## src/rtl/set_time_multi.sv

```systemverilog
// -----------------------------------------------------------------------------
// set_time_multi
//   Preset minutes:seconds store for a multi-player chess timer. The operator
//   steps the selected channel/field up or down with the add/sub buttons;
//   holding a button auto-repeats after REPEAT_DLY cycles, then every
//   REPEAT_RATE cycles. The packed outputs are the load values for the
//   countdown blocks.
//
// Ports
//   clk           system clock
//   rst_n         synchronous active-low reset
//   enable        setting mode; low suppresses steps and idles the repeat FSM
//   add, sub      debounced, clk-synchronous button levels
//   field         0 = minutes, 1 = seconds
//   sel           target channel index (out-of-range indices are ignored)
//   load_default  reload DEF_MIN:DEF_SEC into every channel
//   min, sec      packed 6-bit fields, channel i at [6i+5:6i]
//   is_zero       bit i high when channel i holds 0:00
// -----------------------------------------------------------------------------
module set_time_multi #(
    parameter int CHANNELS    = 2,
    parameter int MIN_MAX     = 59,
    parameter int DEF_MIN     = 5,
    parameter int DEF_SEC     = 0,
    parameter int REPEAT_DLY  = 50000000,
    parameter int REPEAT_RATE = 10000000
) (
    input  logic                    clk,
    input  logic                    rst_n,
    input  logic                    enable,
    input  logic                    add,
    input  logic                    sub,
    input  logic                    field,
    input  logic [2:0]              sel,
    input  logic                    load_default,
    output logic [6*CHANNELS-1:0]   min,
    output logic [6*CHANNELS-1:0]   sec,
    output logic [CHANNELS-1:0]     is_zero
);

    // Counter only ever holds values up to max(DLY, RATE) - 1.
    localparam int CNT_MAX = (REPEAT_DLY > REPEAT_RATE) ? REPEAT_DLY : REPEAT_RATE;
    localparam int CNT_W   = (CNT_MAX > 1) ? $clog2(CNT_MAX) : 1;

    localparam logic [CNT_W-1:0] DLY_LAST  = CNT_W'(REPEAT_DLY - 1);
    localparam logic [CNT_W-1:0] RATE_LAST = CNT_W'(REPEAT_RATE - 1);
    localparam logic [5:0]       MIN_TOP   = 6'(MIN_MAX);
    localparam logic [5:0]       SEC_TOP   = 6'd59;
    localparam logic [5:0]       DEF_MIN_V = 6'(DEF_MIN);
    localparam logic [5:0]       DEF_SEC_V = 6'(DEF_SEC);

    typedef enum logic [1:0] {
        IDLE   = 2'd0,
        HOLD   = 2'd1,
        REPEAT = 2'd2
    } state_t;

    state_t           state_reg, state_next;
    logic [CNT_W-1:0] cnt_reg, cnt_next;
    logic             dir_reg, dir_next;   // 1 = add held, 0 = sub held
    logic             add_d, sub_d;
    logic             add_edge, sub_edge, one_btn;
    logic             step;

    // Wrapping +/-1 on a 6-bit field with an inclusive upper limit.
    function automatic logic [5:0] wrap_step(input logic [5:0] v,
                                             input logic [5:0] top,
                                             input logic       up);
        if (up)
            return (v == top) ? 6'd0 : v + 6'd1;
        else
            return (v == 6'd0) ? top : v - 6'd1;
    endfunction

    assign add_edge = add & ~add_d;
    assign sub_edge = sub & ~sub_d;
    assign one_btn  = add ^ sub;

    always_ff @(posedge clk) begin
        if (!rst_n) begin
            state_reg <= IDLE;
            cnt_reg   <= '0;
            dir_reg   <= 1'b0;
            add_d     <= 1'b0;
            sub_d     <= 1'b0;
        end else begin
            state_reg <= state_next;
            cnt_reg   <= cnt_next;
            dir_reg   <= dir_next;
            add_d     <= add;
            sub_d     <= sub;
        end
    end

    always_comb begin
        state_next = state_reg;
        cnt_next   = cnt_reg;
        dir_next   = dir_reg;
        step       = 1'b0;
        if (!enable || !one_btn) begin
            state_next = IDLE;
            cnt_next   = '0;
        end else begin
            case (state_reg)
                IDLE: begin
                    if (add_edge || sub_edge) begin
                        step       = 1'b1;
                        dir_next   = add;
                        cnt_next   = '0;
                        state_next = HOLD;
                    end
                end
                HOLD, REPEAT: begin
                    // A swap of buttons without an idle cycle counts as a release.
                    if (add != dir_reg) begin
                        state_next = IDLE;
                        cnt_next   = '0;
                    end else if (cnt_reg == ((state_reg == HOLD) ? DLY_LAST : RATE_LAST)) begin
                        step       = 1'b1;
                        cnt_next   = '0;
                        state_next = REPEAT;
                    end else begin
                        cnt_next = cnt_reg + CNT_W'(1);
                    end
                end
                default: begin
                    state_next = IDLE;
                    cnt_next   = '0;
                end
            endcase
        end
    end

    // One preset register pair per channel; a step only ever hits the
    // channel matching sel, and exactly one button is high whenever step is
    // set, so add alone gives the direction.
    for (genvar gi = 0; gi < CHANNELS; gi++) begin : g_ch
        logic [5:0] min_reg, sec_reg;
        logic       hit;

        assign hit = step && (sel == 3'(gi));

        always_ff @(posedge clk) begin
            if (!rst_n) begin
                min_reg <= DEF_MIN_V;
                sec_reg <= DEF_SEC_V;
            end else if (load_default) begin
                min_reg <= DEF_MIN_V;
                sec_reg <= DEF_SEC_V;
            end else if (hit) begin
                if (field)
                    sec_reg <= wrap_step(sec_reg, SEC_TOP, add);
                else
                    min_reg <= wrap_step(min_reg, MIN_TOP, add);
            end
        end

        assign min[6*gi +: 6] = min_reg;
        assign sec[6*gi +: 6] = sec_reg;
        assign is_zero[gi]    = (min_reg == 6'd0) && (sec_reg == 6'd0);
    end

endmodule

```

## config.mk

```make
export PLATFORM = sky130hd
export DESIGN_NAME = set_time_multi
export DESIGN_NICKNAME = d
export VERILOG_FILES = /design/src/rtl/set_time_multi.sv
export SDC_FILE = /design/constraint.sdc
export NUM_CORES = 1
export LEC_CHECK = 0
export CAP_MARGIN = 40
export CORE_ASPECT_RATIO = 1.5
export CORE_MARGIN = 3
export CORE_UTILIZATION = 40
export CTS_BUF_LIST = sky130_fd_sc_hd__clkbuf_16
export DETAILED_ROUTE_END_ITERATION = 8
export GPL_TIMING_DRIVEN = 0
export SETUP_SLACK_MARGIN = 0.1
export SLEW_MARGIN = 10
export SYNTH_ARGS = -nofsm -noshare
export SYNTH_HDL_FRONTEND = slang
export SYNTH_SLANG_ARGS = --single-unit
```

## constraint.sdc

```tcl
create_clock -name clk -period 3.1 [get_ports clk]
set_input_delay 0.465 -clock clk [delete_from_list [all_inputs] [get_ports clk]]
set_output_delay 0.465 -clock clk [all_outputs]
set_load 0.03 [all_outputs]
```

Word level (Yosys, flattened, before mapping). Index checks and enable logic that the tools add are counted. Widths: inputs -> output; s select.

$add $sub $neg: 9. Bitwise operators: 8. Multiplexer cells: 26. Multipliers: 0. Shifts and indexed selects: 0. Equal/unequal tests: 11. $lt $le $gt $ge: 0. Divide/modulo/power cells: 0. Reductions and logical operators: 23.

Operators with widths (count): $mux 26 (4); $mux 6 (12); $pmux 26 s2 (1); $add 26x1->26 const B (1); $eq 26x26->1 (1); $add 6x1->6 const B (4); $eq 6x6->1 const B (4); $logic_not 6->1 (4); $sub 6x1->6 const B (4); $reduce_and 2->1 (5); $mux 2 (3); $reduce_or 2->1 (3); $not 1->1 (5); $logic_and 1x1->1 (4); $mux 1 (4); $pmux 2 s2 (1); $eq 3x1->1 const B (1); $logic_not 3->1 (1); $ne 3x3->1 const B (1); $reduce_and 3->1 (1); $and 1x1->1 (2); $eq 2x1->1 const B (1); $eq 2x2->1 const B (1); $logic_not 1->1 (2); other kinds (6) (7).

Memories: 0. Input bits: 10. Memory bits (read-only): 0. Bits in writable memories: 0. Register bits after elaboration: 55. Output and inout bits: 26. Latch bits: 0.

Logic depth before layout (Yosys ltp). Gate-level depths: netlist (run 1).

Word-level depth: 9. Mapped depth: 10. Mapped depth without buffers: 8.

Worst setup path before layout (run 1). Ideal clock, no wire load.

Kind: reg-to-reg. Start point: reg cnt_reg[7]. End point: reg cnt_reg[10]. Library setup time: 0.117 ns. Period minus slack after synthesis: 2.183 ns. Setup slack: 0.917 ns. Buffers on the path: 2. Arrival time: 2.066 ns. Stages on the path, launching flop included: 9. Path through: dfxtp_1 or4_4 nor4_4 o2111ai_1 a21boi_0 or2_2 buf_2 buf_2 nor2_1.

Word-level cells in the longest chain between the ends: 4. Elaborated cells on any way between the ends: 5.

RTL lines: start, declared (RTL line 59) `logic [CNT_W-1:0] cnt_reg, cnt_next;`; start signal, assigned (RTL line 88) `cnt_reg <= cnt_next;`; $add 26x1->26 or $eq 26x26->1 (tied branches) (RTL line 123, 118); $mux 26 (*) (RTL line 118) `end else if (cnt_reg == ((state_reg == HOLD) ? DLY_LAST : RATE_LAST)) begin`; $mux 26 (*) (RTL line 115) `if (add != dir_reg) begin`; $pmux 26 s2 (*) (RTL line 104) `case (state_reg)`.

Mark *: on every way between the ends. The rest lies on a longest branch, timed or not. A chain may end at the register's enable or synchronous reset.

Final worst setup path (run 1).
Start point: in add. End point: reg g_ch[0].sec_reg[3].

Word-level cells in the longest chain between the ends: 7. Elaborated cells on any way between the ends: 13.

RTL lines: start, declared (RTL line 31) `input logic add,`; $and 1x1->1 (RTL line 75) `assign add_edge = add & ~add_d;`; $logic_or 1x1->1 (RTL line 106) `if (add_edge || sub_edge) begin`; $mux 1 (RTL line 106); $pmux 1 s2 (RTL line 104); $mux 1 (RTL line 100) `if (!enable || !one_btn) begin`; $logic_and 1x1->1 (RTL line 141) `assign hit = step && (sel == 3'(gi));`; $reduce_and 2->1 (no line); end signal, assigned (RTL line 152) `sec_reg <= wrap_step(sec_reg, SEC_TOP, add);`; end, declared (RTL line 138) `logic [5:0] min_reg, sec_reg;`.

Several ways; a longest one is shown, not always the timed one.

==> results_dict.tcl, run 1 <==
set metrics [dict create \
    yosys_warnings 0 \
    crit_chain "clkdlybuf4s50_1, clkbuf_1, clkbuf_1, clkbuf_1, o21ai_0, o211ai_1, a211oi_1" \
    setup_ws_ps 261 \
    required_ps 3250 \
    largest_register_ffs 26 \
    p_leak_nw 1.47 \
    ys_async_sr_fraction_pct 0 \
    gp_congestion 0.893 \
    cp-start-kind "primary input" \
    drv_slew 0 \
    gr-total-overflow 0 \
    routedWlPerCell_um 15.9 \
    max_stage_delay_ps 570 \
    grt_max_degree 16 \
    hold_start "cnt_reg[1]" \
    die_x_um 84.2 \
    start_util_pct 41.3 \
    die-area_sq_mm 0.0104 \
    first_pass_iters 5 \
    maxCapViolations 0 \
    clockBufferDepth 2 \
    cp_top_family "buffers and inverters" \
    instances_no_fill 629 \
    clock-sinks 55 \
    seq_area_frac_synth_pct 30.0 \
    syn_inst 477 \
    final_cell_area_sq_mm 0.00430 \
    antenna_found_initial 0 \
    fmax_mhz 352 \
    finalSetupViolCount 0 \
    yosysUniqueCellTypes 66 \
    min_path_type "register to register" \
    post-place-cells 622 \
    hold_viol 0 \
    synth_seq_cells 55 \
    worst-path-buf-inv 4 \
    grtUsageMet2_pct 36.4 \
    arrival_ps 2990 \
    cts_buffers 5 \
    r2r-start "state_reg[0]" \
    r2r.worst_path.cells 8 \
    grt_usage_pct 19.6 \
    drt_iter0_drc 160 \
    final_nets 545 \
    grtUsageMet1_pct 21.5 \
    cp_max_fo 10 \
    die_h_um 123 \
    rows 42 \
    cp_common_cell "clkbuf_1" \
    reg2reg_to "g_ch[0].sec_reg[3]" \
    grt_pass1_vias 3611 \
    gr-usage-met3_pct 2.80 \
    clk_pin_slew_worst_paths_ps 70 \
    drive_gt1_share_pct 4.62 \
    synth_edf_count 0 \
    min_period_ps 2840 \
    worst_clock_skew_ps 10.5 \
    syn_nets 503 \
    status "finished, final reports clean" \
    io_pins 36 \
    finalCritPeriodShare_pct 91.6 \
    final_util_pct 48.4 \
    syn_area_per_cell_sq_um 7.70 \
    cts_tree "yes" \
    ant_nets 0 \
    dp_hpwl_um 7340 \
    placed_cell_area_sq_mm 0.00416 \
    n_antenna_cell 0 \
    drc 0 \
    ir_worst_vdd_uv 206 \
    endpoint_kind "register" \
    vias_per_cell 5.85 \
    crit_type "primary input to register" \
    root_buffer "clkbuf_16" \
    vias 3679 \
    insertion_delay_ps 300 \
    h-tree-depth 2 \
    grt_pass1_wl_um 16700 \
    p_per_area_mw_per_mm2 322 \
    holdWs_ps 534 \
    hold_path_depth 2 \
    busiest_layer "met2" \
    max_slew_margin_pct 56.0 \
    syn-cell-area_sq_mm 0.00367 \
    core_sq_mm 0.00888 \
    hold_buffers 0 \
    wl_um 10000 \
    r2r_setup_slack_ps 530 \
    tightest_slew_ps 653 \
    area_growth_pct 17.0 \
    critPathSlowestCell "clkdlybuf4s50_1" \
    min_to "cnt_reg[1]" \
    synth-main-ff-cell "dfxtp_1" \
    dp_worst_setup_slack_ps 5.51 \
    rsz0062_at_grt "no" \
    portBuffers 35 \
]
## Yosys cell counts, types with 10 or more instances
| library cell | n | area [sq um] |
|---|---|---|
| xor2_1 | 11 | 96.3 |
| nand3_1 | 21 | 105 |
| a21oi_1 | 18 | 90.1 |
| xnor2_1 | 24 | 210 |
| nor3_1 | 16 | 80.1 |
| o21ai_0 | 28 | 140 |
| nor2_1 | 71 | 267 |
| clkbuf_1 | 19 | 71.3 |
| ha_1 | 16 | 200 |
| a31oi_1 | 10 | 62.6 |
| nand2_1 | 37 | 139 |
| inv_1 | 20 | 75.1 |
| dfxtp_1 | 55 | 1100 |
| nand4_1 | 10 | 62.6 |
| nor2b_1 | 11 | 68.8 |
## final cells by class
type / count / area [sq um]
Multi-Input combinational cell: 376 / 2380
Clock inverter: 2 / 8.76
Fill cell: 886 / 4590
Timing Repair Buffer: 35 / 353
Sequential cell: 55 / 1100
Tap cell: 110 / 138
Clock buffer: 5 / 125
Buffer: 26 / 110
Inverter: 20 / 75.1
## how the worst max path moves through the flow
| stage | endpoint | start | cells past startpoint | slack (ps) |
|---|---|---|---|---|
| CTS | is_zero[1] | g_ch[1].min_reg[0] | 7 | 220 |
| finish | g_ch[0].sec_reg[3] | add | 7 | 260 |
| floorplan | cnt_reg[10] | cnt_reg[7] | 8 | 920 |
| detailed placement | g_ch[0].sec_reg[3] | add | 7 | 6 |
| global route | g_ch[0].sec_reg[3] | add | 7 | 140 |
| global placement | g_ch[0].sec_reg[3] | add | 7 | -4 |
## stage by stage
stage	total power, W	setup TNS (ps)
finish	0.00138	0
global route	0.00143	0
global placement	0.000846	-4.64
detailed placement	0.000847	0
CTS	0.00141	0
floorplan	0.000803	0
## power breakdown
group	internal (W)	switching, W	total (W)
clock	0.000292	0.000260	0.000552
sequential	0.000710	0.00000345	0.000713
combinational	0.0000431	0.0000758	0.000119
total	0.00104	0.000340	0.00138
## logic make-up after synthesis
logic type,Yosys count,share of synthesized area [%]
buf+inv,46,5.04
simple gates,211,28.6
flops,55,30.0
mux,8,2.52
compound gates,106,20.0
xor+xnor,35,8.35
fa+ha+maj,16,5.45
## routing by layer
layer | up-vias | wire length [um]
li1 | 1781 | -
met1 | 1760 | 4200
met2 | 115 | 5170
met3 | 23 | 349
met4 | 0 | 273
met5 | - | 0
## timing repair
| action | 4_1_cts | 5_1_grt |
|---|---|---|
| endpoints found under the hold margin | 0 | 0 |
| setup endpoints to repair | 0 | 1 |
| setup buffers | 0 | 0 |
| resized for setup | 0 | 1 |
## cell usage in the layout, fill, tap and decap left out, types with 8 or more instances in the layout
cell type	count
a21oi_1	18
a31oi_1	10
and2_1	8
and3_1	9
clkbuf_1	19
clkdlybuf4s50_1	34
dfxtp_1	55
ha_1	16
inv_1	20
nand2_1	37
nand3_1	21
nand4_1	10
nor2_1	71
nor2b_1	11
nor3_1	16
o21ai_0	28
xnor2_1	24
xor2_1	11
## tightest hold or removal path, cell delays in order (launching register included)
cell and delay [ps]:
dfxtp_1 350, mux2i_1 70, nor2_1 80
(Power assumes the default switching activity.)
==> inputs of run 2 (changes only) <==
--- a/config.mk
+++ b/config.mk
@@ -6,7 +6,7 @@
 export NUM_CORES = 1
 export LEC_CHECK = 0
 export CAP_MARGIN = 40
-export CORE_ASPECT_RATIO = 1.5
+export CORE_ASPECT_RATIO = 1.1
 export CORE_MARGIN = 3
 export CORE_UTILIZATION = 40
 export CTS_BUF_LIST = sky130_fd_sc_hd__clkbuf_16
==> results_dict.tcl, run 2 (synthesis gave the netlist of run 1 again) <==
set metrics [dict create \
    h-tree-depth 2 \
    die_x_um 97.3 \
    ant_nets 0 \
    r2r_setup_slack_ps 570 \
    die_h_um 106 \
    insertion_delay_ps 300 \
    p_sw_share_pct 23.2 \
    critPathSlowestCell "clkdlybuf4s50_1" \
    dp_worst_setup_slack_ps 18.9 \
    crit_type "register to output port" \
    worst_clock_skew_ps 8.01 \
    drc 0 \
    clk_pin_slew_worst_paths_ps 70 \
    tightest_slew_ps 660 \
    antenna_found_initial 0 \
    p_leak_nw 1.46 \
    multi_input_area_sq_mm 0.00238 \
    p_per_area_mw_per_mm2 340 \
    drive_gt1_share_pct 4.82 \
    finalSetupViolCount 0 \
    required_ps 2630 \
    p_int_w 0.00113 \
    power_w 0.00147 \
    fmax_mhz 359 \
    fillers 885 \
    portBuffers 35 \
    final_nets 545 \
    mostFrequentLayoutCell "nor2_1" \
    power_frac_seq_pct 48.5 \
    min_path_type "register to register" \
    endpoint_kind "output port" \
    clock-sinks 55 \
    switchingPower_w 0.000342 \
    hold_viol 0 \
    crit_chain "clkbuf_1, inv_1, ha_1, nor2b_1, nand2_1, nor2b_1, clkdlybuf4s50_1" \
    p_comb_share_pct 8.0 \
    io_pins 36 \
    cp-endpoint "is_zero[1]" \
    cts_buffers 5 \
    largest_register_ffs 26 \
    n_antenna_cell 0 \
    gr-total-overflow 0 \
    start_util_pct 41.2 \
    seq_area_sq_mm 0.00110 \
    area_growth_pct 17.9 \
    max_stage_delay_ps 680 \
    gp_congestion 0.851 \
    final_cell_mix "nor2_1 (71), dfxtp_1 (55), nand2_1 (37)" \
    drt_iter0_drc 149 \
    vias 3545 \
    root_buffer "clkbuf_16" \
    reg2reg_to "g_ch[0].sec_reg[3]" \
    maxCapViolations 0 \
    crit_path_start "g_ch[1].min_reg[0]" \
    vias_per_cell 5.60 \
    cp-start-kind "register" \
    max_slew_margin_pct 56.0 \
    status "finished, final reports clean" \
    routedWlPerCell_um 15.1 \
    dp_hpwl_um 6970 \
    first_pass_iters 5 \
    wl_um 9530 \
    r2r-start "state_reg[0]" \
    min_period_ps 2780 \
    cts_tree "yes" \
    r2r.worst_path.cells 8 \
    ir_worst_vdd_uv 249 \
    grt_max_degree 17 \
    p_clk_share_pct 43.6 \
    rows 36 \
    setup_ws_ps 316 \
    cp_max_fo 10 \
    drv_slew 0 \
    cts_resized 0 \
    grt_pass1_vias 3354 \
    finalCritPeriodShare_pct 89.8 \
    cp_common_cell "nor2b_1" \
    clockBufferDepth 2 \
    hold_buffers 0 \
    die-area_sq_mm 0.0104 \
    fin_setup_tns_ps 0 \
    grt_usage_pct 18.5 \
    grt_pass1_wl_um 16100 \
    final_util_pct 48.5 \
    hold_path_depth 2 \
    post_cts_buffers 0 \
    core_sq_mm 0.00892 \
    rsz0062_at_grt "no" \
    arrival_ps 2320 \
]
run 2: changes by cell type in the layout (fill, tap and decap cells not counted):
cell | before | now
bufinv_16 | 0 | 1
clkdlybuf4s50_1 | 34 | 35
clkinv_1 | 1 | 0
clkinv_2 | 1 | 0
clkinvlp_4 | 0 | 1
dlymetal6s2s_1 | 1 | 0
run 2: critical path: cells and delay by family (launching register included):
kind	cells	cell delay (ps)
flops	1	330
buf+inv	3	1010
simple gates	3	510
fa+ha+maj	1	170
run 2: how the worst min path moves through the flow:
stage	from	to	slack (ps)
after floorplan	cnt_reg[1]	cnt_reg[1]	480
after CTS	cnt_reg[1]	cnt_reg[1]	530
after detailed placement	cnt_reg[1]	cnt_reg[1]	520
after global placement	cnt_reg[1]	cnt_reg[1]	500
after global routing	cnt_reg[1]	cnt_reg[1]	570
final	cnt_reg[1]	cnt_reg[1]	520
run 2: cell type report:
cell class	count	share of cell area, %
sequential	55	25.4
timing repair buffer	35	8.10
buffer	26	2.54
tap	114	3.30
clock buffer	5	2.89
clock inverter	2	0.868
inverter	20	1.74
multi-input combinational	376	55.1
run 2: metal layers:
layer	up-vias	global-route usage, %	wire, um
li1	1781	-	-
met1	1663	23.2	4220
met2	87	32.6	4750
met3	14	3.54	432
met4	0	4.95	132
met5	-	0	0
run 2: per-stage QoR:
step / cell area, sq um / cells / hold slack [ps]
after floorplan: 3670 / 477 / 480
after global placement: 4160 / 626 / 498
after detailed placement: 4160 / 626 / 515
after CTS: 4330 / 633 / 532
after global routing: 4330 / 633 / 570
final: 4330 / 633 / 524
run 2: power by group through the flow:
| stage | sequential, W | combinational (W) | clock (W) |
|---|---|---|---|
| finish | 0.000713 | 0.000117 | 0.000642 |
| global placement | 0.000730 | 0.000115 | 0 |
| CTS | 0.000713 | 0.000118 | 0.000657 |
| floorplan | 0.000730 | 0.0000723 | 0 |
| detailed placement | 0.000730 | 0.000117 | 0 |
| global route | 0.000714 | 0.000129 | 0.000686 |
